**config.mk**
```make
export PLATFORM = sky130hd
export DESIGN_NAME = alu_arbiter
export DESIGN_NICKNAME = d
export VERILOG_FILES = /design/src/rtl/alu_arbiter.sv
export SDC_FILE = /design/constraint.sdc
export NUM_CORES = 1
export LEC_CHECK = 0
export CAP_MARGIN = 20
export CORE_ASPECT_RATIO = 1.25
export CORE_MARGIN = 10
export CORE_UTILIZATION = 50
export CTS_BUF_LIST = sky130_fd_sc_hd__clkbuf_8 sky130_fd_sc_hd__clkbuf_16
export CTS_CLUSTER_DIAMETER = 50
export DETAILED_ROUTE_END_ITERATION = 16
export HOLD_SLACK_MARGIN = 0.15
export PLACE_DENSITY = 0.87
export SLEW_MARGIN = 20
export SYNTH_ARGS = -nofsm -noshare
export SYNTH_HDL_FRONTEND = slang
export SYNTH_SLANG_ARGS = --single-unit
```
**constraint.sdc**
```tcl
create_clock -name clk -period 7 [get_ports clk]
set_clock_uncertainty 0.1 [all_clocks]
set_input_delay 0.7 -clock clk [delete_from_list [all_inputs] [get_ports clk]]
set_output_delay 0.7 -clock clk [all_outputs]
set_load 0.01 [all_outputs]
```
**src/rtl/alu_arbiter.sv**
```systemverilog
// Two-requester round-robin arbiter in front of one shared ALU (IDLE -> EXEC -> RESP).
// Define ALU_ARBITER_MULT_EN to build the multiplier for opcode 0101; otherwise it reports an error.
module alu_arbiter #(
  parameter int WIDTH = 32
) (
  input  logic             clk,
  input  logic             reset,
  input  logic             req0_valid,
  input  logic             req1_valid,
  output logic             req0_ready,
  output logic             req1_ready,
  input  logic [WIDTH-1:0] req0_a,
  input  logic [WIDTH-1:0] req0_b,
  input  logic [WIDTH-1:0] req1_a,
  input  logic [WIDTH-1:0] req1_b,
  input  logic [3:0]       req0_ctrl,
  input  logic [3:0]       req1_ctrl,
  output logic             rsp_valid,
  input  logic             rsp_ready,
  output logic             rsp_id,
  output logic [WIDTH-1:0] rsp_result,
  output logic             rsp_err
);

  localparam logic [3:0] OP_ADD  = 4'b0001;
  localparam logic [3:0] OP_SUB  = 4'b0010;
  localparam logic [3:0] OP_AND  = 4'b0011;
  localparam logic [3:0] OP_OR   = 4'b0100;
  localparam logic [3:0] OP_MULT = 4'b0101;

  typedef enum logic [1:0] {IDLE, EXEC, RESP} state_t;

  state_t           state_q, state_d;
  logic             lastGrant_q, lastGrant_d;
  logic [WIDTH-1:0] opA_q, opA_d, opB_q, opB_d;
  logic [3:0]       ctrl_q, ctrl_d;
  logic             id_q, id_d;
  logic [WIDTH-1:0] result_q, result_d;
  logic             err_q, err_d;

  logic             grantAny;
  logic             grantId;
  logic [WIDTH-1:0] aluResult;
  logic             aluErr;

  // lastGrant_q == 1 means req1 won last time, so a tie goes to req0.
  always_comb begin
    grantAny = req0_valid | req1_valid;
    grantId  = req1_valid & (~req0_valid | ~lastGrant_q);
  end

  always_comb begin
    aluResult = '0;
    aluErr    = 1'b0;
    case (ctrl_q)
      OP_ADD: aluResult = opA_q + opB_q;
      OP_SUB: aluResult = opA_q - opB_q;
      OP_AND: aluResult = opA_q & opB_q;
      OP_OR:  aluResult = opA_q | opB_q;
`ifdef ALU_ARBITER_MULT_EN
      OP_MULT: aluResult = opA_q * opB_q;
`else
      OP_MULT: aluErr = 1'b1;
`endif
      default: aluErr = 1'b1;
    endcase
  end

  always_comb begin
    state_d     = state_q;
    lastGrant_d = lastGrant_q;
    opA_d       = opA_q;
    opB_d       = opB_q;
    ctrl_d      = ctrl_q;
    id_d        = id_q;
    result_d    = result_q;
    err_d       = err_q;
    req0_ready  = 1'b0;
    req1_ready  = 1'b0;
    case (state_q)
      IDLE: begin
        if (grantAny) begin
          req0_ready  = ~grantId & ~reset;
          req1_ready  = grantId & ~reset;
          opA_d       = grantId ? req1_a : req0_a;
          opB_d       = grantId ? req1_b : req0_b;
          ctrl_d      = grantId ? req1_ctrl : req0_ctrl;
          id_d        = grantId;
          lastGrant_d = grantId;
          state_d     = EXEC;
        end
      end
      EXEC: begin
        result_d = aluResult;
        err_d    = aluErr;
        state_d  = RESP;
      end
      RESP: begin
        if (rsp_ready) state_d = IDLE;
      end
      default: state_d = IDLE;
    endcase
  end

  always_ff @(posedge clk or posedge reset) begin
    if (reset) begin
      state_q     <= IDLE;
      lastGrant_q <= 1'b1;
      opA_q       <= '0;
      opB_q       <= '0;
      ctrl_q      <= '0;
      id_q        <= 1'b0;
      result_q    <= '0;
      err_q       <= 1'b0;
    end else begin
      state_q     <= state_d;
      lastGrant_q <= lastGrant_d;
      opA_q       <= opA_d;
      opB_q       <= opB_d;
      ctrl_q      <= ctrl_d;
      id_q        <= id_d;
      result_q    <= result_d;
      err_q       <= err_d;
    end
  end

  assign rsp_valid  = (state_q == RESP);
  assign rsp_id     = id_q;
  assign rsp_result = result_q;
  assign rsp_err    = err_q;

endmodule

```
* Yosys cells after proc, flatten, opt, wreduce, memory -nomap -nowiden *
Cells that the tools add are included.

storage, ports and cells
  register bits = 105
  input bits = 141
  output and inout port bits = 37
  word-level logic and storage cells = 45

cells by class
  add/subtract/negate cells = 2
  equal/unequal tests = 8
  multiplexer cells = 12
  bitwise gates (word level) = 11
  reduce and logical (&&, ||, !) cells = 4

operators by type and width
  operator                                                                 number
  32-bit one-hot mux with 4 select lines                                   1
  32-bit two-way mux                                                       2
  32-bit adder                                                             1
  32-bit bitwise AND                                                       1
  32-bit OR                                                                1
  32-bit subtractor                                                        1
  4-bit by 2-bit equality test with 1-bit output, second input constant    2
  2-bit one-hot mux with 3 select lines                                    1
  1-bit two-way mux                                                        5
  4-bit by 1-bit equality test with 1-bit output, second input constant    1
  4-bit by 3-bit equality test with 1-bit output, second input constant    1
  2-bit two-way mux                                                        2
  4-bit two-way mux                                                        1
  1-bit inverter                                                           4
  2-bit AND reduction                                                      2
  4-bit OR reduction                                                       1
  1-bit bitwise AND                                                        3
  2-bit by 1-bit equality test with 1-bit output, second input constant    1
  2-bit equality test, second input constant                               1
  2-bit zero test                                                          1
  2-bit by 1-bit inequality test with 1-bit output, second input constant  1
  2-bit inequality test, second input constant                             1
  1-bit OR                                                                 2

* Logic depth before layout (Yosys ltp) *
Gate-level depths: netlist (run 1).

  depth after elaboration = 7
  depth in mapped cells = 18
  gate-level depth less buffers = 17

* Worst setup path after synthesis (run 1) *
No wires, ideal clock.

  path type = reg2reg
  start = register opB_q[2]
  end = register result_q[31], in the netlist rsp_result[31]
  library setup time = 120 ps
  arrival time = 4,011 ps
  data required time = 6,780 ps
  slack = 2,770 ps
  cell stages (with the launch flop) = 17
  buffers on the path = 2
  clock period less this slack = 4,230 ps
  cell sequence = dfrtp_1 > buf_2 > nor4_1 > nand3_1 > nor3_1 > inv_1 > or3_1 > o21ai_0 > xor2_1 > ha_1 > clkbuf_1 > a21o_1 > a21o_1 > a21oi_1 > o31ai_1 > or4b_1 > a31o_1

on the way
  cells in the longest elaborated chain, start to end = 2
  elaborated cells on any way between the ends = 3
  those cells by class = add/sub (2); mux (1)

RTL lines
  item                                               RTL line  text
  from (decl)                                        35        logic [WIDTH-1:0] opA_q, opA_d, opB_q, opB_d;
  from (signal assigned)                             119       opB_q <= opB_d;
  32-bit subtractor or 32-bit adder (tied branches)  57, 56
  32-bit one-hot mux with 4 select lines (*)         55        case (ctrl_q)
  to (signal assigned)                               122       result_q <= result_d;
  to (decl)                                          38        logic [WIDTH-1:0] result_q, result_d;

Every way passes the cells marked *; elsewhere a longest branch is shown, timed or not.
A chain may end at the register's enable or synchronous reset.

* Final worst setup path (run 1) *
Ends and elaborated chain as after synthesis.

==> flow_summary.ini, run 1 <==
[status]
status = finished, final reports clean

[critical_path]
cp-start-kind = flip-flop
crit_top_cell = a21oi_1
cp_max_fo = 8
endpoint_kind = flip-flop
slowest_delay_ns = 0.64
cpMaxStageDelayCell = a2111oi_0
crit_type = flip-flop to flip-flop
cp.arrival_ns = 5.12
crit_chain = nor4_1 > nand3_1 > nor3_1 > inv_1 > nor2_1 > a21oi_1 > xnor2_1 > ha_1 > a21oi_1 > o21ai_0 > a2111oi_0 > o31ai_1 > or4b_1 > a31o_1
critPathRequiredTime_ns = 7.16

[routing]
ant_nets = 0
drc = 0
wirelength_um = 23200
drtPass1Iterations = 8
via_count = 7187
drt_iter0_markers = 640
vias_per_cell = 6.02
routedWlPerCell_um = 19.5

[layout]
final_cells = 1193
final_layout_size_suffix_gt1_frac = 0.0394
final_cell_mix = 177 x clkdlybuf4s50_1, 130 x nand2_1, 104 x dfrtp_1, 98 x o21ai_0, 57 x mux2i_1
fin_util = 0.665
layout_commonest_cell = clkdlybuf4s50_1
area_delta_synth_final_pct = 29.2
final_area_mm2 = 0.00966
antenna_cells = 0
num-nets-final = 1186

[clock_tree]
cts.reportedPaths.clkPinSlew_ns = 0.07
clock_sinks = 105
htree_levels = 3
numCtsBuffers = 9
clock_latency_ns = 0.37
tritoncts = built
cts_setup_buffers = 0
cts_max_path_buffers = 2
hold_buffers = 0
cts_root_buf = clkbuf_16
ctsResizeCount = 0

[timing]
rsz0062_at_grt = no
hold_ws_ns = 0.383
slew_headroom = 0.399
fmax_ghz = 0.202
final.setup.tns_ns = 0
drv_slew = 0
finalCritPeriodShare = 0.709
finalCriticalPeriod_ns = 4.96
hold_violations = 0
setup_viol = 0
worst_pin_slew_ns = 0.902

[floorplan]
die_x_um = 129
start_util = 0.515
die_h_um = 157
core_area_mm2 = 0.0145
die-area_mm2 = 0.0203
io_pins = 178
rows = 49

[placed_design]
hpwlAfterDp_um = 17800
io_buffers = 177
globalplace.congestion = 0.952
placed_cell_area_mm2 = 0.00932
dp.cells = 1175

[synthesis]
synth-edff-count = 0
synth_area_per_cell_um2 = 8.54
synth_seq_cells = 105
synthesis.nets = 1051
synth_warnings = 0
synthArstFlopShare = 1.00
synthFlopType = dfrtp_1
syn_inst = 875
synth.cell_area_mm2 = 0.00748
ys_types = 60
ys_seq_area_frac = 0.352

[power]
p_leak_nw = 4.39
pwr_density_cell_mw_per_mm2 = 518
ir_worst_vdd_uv = 264

[global_routing]
antenna_found_initial = 0
gr-total-overflow = 0
met3_usage = 0.0483
grt_max_degree = 71
use_met2 = 0.404
grt.busiest_layer = met2
grt_usage = 0.231
grt_pass1_wl_um = 37500
met1_usage = 0.265
grt_pass1_vias = 7264

[flow_run]
cap_violations = 0

[min_path]
min_path_type = flip-flop to flip-flop
[registers in the layout, summed over array words and instances, names as in the netlist]
register	cells
opB_q	32
state_q	2
opA_q	32
rsp_id	1
ctrl_q	4
lastGrant_q	1
rsp_result	32
rsp_err	1
[cell usage after synthesis (all sizes together) (5+ instances only)]
cell type | count | area share
a31oi | 5 | 0.0042
o31ai | 8 | 0.0080
nand4 | 7 | 0.0059
a222oi | 12 | 0.016
xor2 | 22 | 0.026
nand2b | 9 | 0.0075
clkbuf | 58 | 0.029
nand3 | 10 | 0.0067
and3 | 7 | 0.0059
ha | 34 | 0.057
mux2i | 57 | 0.076
a22oi | 30 | 0.030
nand2 | 130 | 0.065
inv | 22 | 0.011
o211ai | 10 | 0.010
nor3 | 13 | 0.0087
o21bai | 5 | 0.0050
buf | 6 | 0.0042
nor2b | 5 | 0.0042
o221ai | 11 | 0.013
nor2 | 43 | 0.022
xnor2 | 34 | 0.041
dfrtp | 104 | 0.35
o21ai | 99 | 0.066
a21oi | 49 | 0.033
a21o | 42 | 0.042
[kinds of logic (layout without fill, tap and decap cells)]
kind of cell    count (synthesis)  in the layout  synth area share
simple gates                  244            244             0.148
mux                            58             58            0.0778
fa+ha+maj                      35             35            0.0596
buf+inv                        86            226            0.0444
flops                         105            105             0.352
compound gates                291            291             0.252
xor+xnor                       56             56            0.0666
[worst paths after layout]
path,startpoint,end,slack [ns],cells past startpoint
max,opB_q[2],rsp_result[31],2.04,14
min,rsp_id,rsp_id,0.38,1
max reg2reg,opB_q[2],rsp_result[31],2.04,14
min reg2reg,rsp_id,rsp_id,0.38,1
max in group asynchronous,reset,rsp_result[14],4.90,3
min in group asynchronous,reset,rsp_result[6],0.62,2
[layer usage]
metal / up-vias / share of wire
met5: - / 0
met4: 0 / 0.028
met3: 46 / 0.074
met2: 288 / 0.51
met1: 3410 / 0.38
li1: 3443 / -
[stage by stage]
step	setup slack (ns)	total power [mW]
final	2.04	5.00
after global routing	1.34	5.43
after CTS	2.13	4.95
after detailed placement	2.15	4.42
after global placement	2.24	4.36
after floorplan	2.77	3.53
[report_power, final]
part | internal (mW) | switching (mW)
Clock | 0.278 | 0.246
Combinational | 1.38 | 1.87
Sequential | 0.873 | 0.352
[layout make-up]
type,instances,area [µm²]
multi-input cells,684,4540
clock buffers,9,225
inverters,22,85.1
repair buffers,188,1880
fillers,1159,4870
flip-flops and latches,105,2630
clock inverters,7,70.1
well taps,178,223
[worst max-delay path, delay by kind of cell (launching register included)]
family	cells	cell delay, ns
AOI/OAI and AO/OA	6	1.59
xor gates and xnor gates	1	0.13
adders and majority gates	1	0.38
buffers and inverters	1	0.13
DFF	1	0.49
and+or+nand+nor	5	2.02
Note: power is estimated with default switching activity, not from simulation.
==> run 2, diff against run 1 <==
--- a/config.mk
+++ b/config.mk
@@ -8,12 +8,12 @@
 export CAP_MARGIN = 20
 export CORE_ASPECT_RATIO = 1.25
 export CORE_MARGIN = 10
-export CORE_UTILIZATION = 50
+export CORE_UTILIZATION = 46
 export CTS_BUF_LIST = sky130_fd_sc_hd__clkbuf_8 sky130_fd_sc_hd__clkbuf_16
 export CTS_CLUSTER_DIAMETER = 50
 export DETAILED_ROUTE_END_ITERATION = 16
 export HOLD_SLACK_MARGIN = 0.15
-export PLACE_DENSITY = 0.87
+export PLACE_DENSITY = 0.85
 export SLEW_MARGIN = 20
 export SYNTH_ARGS = -nofsm -noshare
 export SYNTH_HDL_FRONTEND = slang
==> constraint.sdc (replaced) <==
create_clock -name clk -period 4.5 [get_ports clk]
set_clock_uncertainty 0.1 [all_clocks]
set_input_delay 0.45 -clock clk [delete_from_list [all_inputs] [get_ports clk]]
set_output_delay 0.45 -clock clk [all_outputs]
set_load 0.01 [all_outputs]
==> flow_summary.ini, run 2 (synthesis results as in run 1) <==
[clock_tree]
clock_sinks = 105
tritoncts = built
htree_levels = 3
numCtsBuffers = 9
cts_setup_buffers = 0
clock_latency_ns = 0.36
cts_max_path_buffers = 2
cts.reportedPaths.clkPinSlew_ns = 0.07
cts_root_buf = clkbuf_16
hold_buffers = 0

[critical_path]
critical_path.top_delay_family = compound AO/OA/AOI/OAI gates
slowest_delay_ns = 0.53
crit_start = opB_q[2]
crit_top_cell = o31ai_1
cp.arrival_ns = 4.40
cp_max_fo = 8
critPathRequiredTime_ns = 4.65
endpoint_kind = flip-flop
crit_chain = nor4_1 > nand3_1 > o31ai_1 > xor2_1 > ha_1 > a21oi_1 > o21ai_0 > o21bai_1 > a2111oi_1 > buf_4 > o31ai_1 > or4b_1 > a31o_1
cp-start-kind = flip-flop
cpMaxStageDelayCell = or4b_1
path_buf_inv = 1
crit_type = flip-flop to flip-flop
r2r_start = opB_q[2]

[power]
combPwrFrac = 0.652
p_leak_nw = 4.45
power.total_mw = 7.97
clkPwrFrac = 0.110
power.share.sequential = 0.238
pwr_density_cell_mw_per_mm2 = 812
ir_worst_vdd_uv = 386
p_switching_mw = 3.86
p_int_mw = 4.11
swShare = 0.484

[layout]
antenna_cells = 0
area_delta_synth_final_pct = 31.2
num-nets-final = 1196
final_cell_mix = 177 x clkdlybuf4s50_1, 130 x nand2_1, 104 x dfrtp_1, 95 x o21ai_0, 57 x mux2i_1
final_layout_size_suffix_gt1_frac = 0.0507
final_cells = 1241
layout_commonest_cell = clkdlybuf4s50_1

[timing]
final.setup.tns_ns = 0
finalCriticalPeriod_ns = 4.25
rsz0062_at_grt = no
fmax_ghz = 0.235
worst_pin_slew_ns = 0.789
setup_viol = 0
finalCritPeriodShare = 0.944
slew_headroom = 0.472
drv_slew = 0
hold_violations = 0

[floorplan]
core_area_mm2 = 0.0161
die_h_um = 163
start_util = 0.465
die_x_um = 134
io_pins = 178
rows = 52
die-area_mm2 = 0.0218

[global_routing]
grt_pass1_wl_um = 37300
antenna_found_initial = 0
gr-total-overflow = 0
grt_pass1_vias = 7193
grt_usage = 0.211
grt_max_degree = 82

[routing]
wirelength_um = 23300
routedWlPerCell_um = 18.8
drc = 0
ant_nets = 0
via_count = 7196
drt_iter0_markers = 703
vias_per_cell = 5.80
drtPass1Iterations = 6

[flow_run]
cap_violations = 0

[status]
status = finished, final reports clean

[placed_design]
dp.cells = 1224
hpwlAfterDp_um = 18000
globalplace.congestion = 0.969
io_buffers = 177

[min_path]
min_path_type = flip-flop to flip-flop
hold_start = rsp_result[18]
[run 2: changes by cell type in the layout (fill, tap and decap cells not counted), moves of 2 or more]
cell and delta:
o21ai_1 +3, clkbuf_8 +2, o21ai_0 -3, buf_4 +11
[run 2: cell type report]
class                           instances  area, µm²
Fill cell                            1378       6260
Multi-Input combinational cell        684       4560
Sequential cell                       105       2630
Timing Repair Buffer                  198       1940
Tap cell                              216        270
Clock buffer                           11        253
Inverter                               22       85.1
Clock inverter                          5       77.6
[run 2: power by group through the flow]
stage          registers (mW)  clock network [mW]  logic (mW)
3_3_place_gp             1.87                   0        5.00
4_1_cts                  1.88               0.887        5.12
6_report                 1.89               0.875        5.20
5_1_grt                  1.94               0.925        5.78
2_1_floorplan            1.71                   0        3.77
3_5_place_dp             1.89                   0        5.09
[run 2: stage by stage]
step                      setup slack, ns  cell area, µm²  hold WS [ns]  utilization
after floorplan                     0.270            7480         0.370            -
after CTS                           0.203            9780         0.390        0.609
after global routing              0.00466            9810         0.407        0.610
after global placement              0.294            9450         0.365        0.588
after detailed placement            0.214            9450         0.375        0.588
final                               0.251            9810         0.394        0.610
[run 2: worst register-to-register path: stages (launching register included)]
cell and delay [ns]:
dfrtp_1 0.47, nor4_1 0.37, nand3_1 0.26, o31ai_1 0.33
xor2_1 0.21, ha_1 0.30, a21oi_1 0.21, o21ai_0 0.16
o21bai_1 0.28, a2111oi_1 0.39, buf_4 0.19, o31ai_1 0.12
or4b_1 0.53, a31o_1 0.21
[run 2: path summary, 6_finish.rpt]
check	end	slack, ns	cells after the start
worst max-delay path	rsp_result[31]	0.25	13
worst min-delay path	rsp_result[18]	0.39	2
worst max register to register	rsp_result[31]	0.25	13
worst min register to register	rsp_result[18]	0.39	2
max in group asynchronous	rsp_result[6]	2.71	3
min in group asynchronous	opA_q[7]	0.43	2
[run 2: routing by layer]
layer	wire [µm]	track usage
met3	1530	0.0389
met5	0	0
met4	905	0.105
met1	9080	0.242
met2	11800	0.370
[run 2: timing repair]
| item | 4_1_cts | 5_1_grt |
|---|---|---|
| endpoints found under the setup margin | 0 | 2 |
| resized for setup | 0 | 6 |
| endpoints found under the hold margin | 0 | 0 |
==> run 3, diff against run 2 <==
--- a/config.mk
+++ b/config.mk
@@ -18,3 +18,4 @@
 export SYNTH_ARGS = -nofsm -noshare
 export SYNTH_HDL_FRONTEND = slang
 export SYNTH_SLANG_ARGS = --single-unit
+export TNS_END_PERCENT = 10
==> results of run 3 <==
Final layout, timing and power as in run 2 (identical DEF).
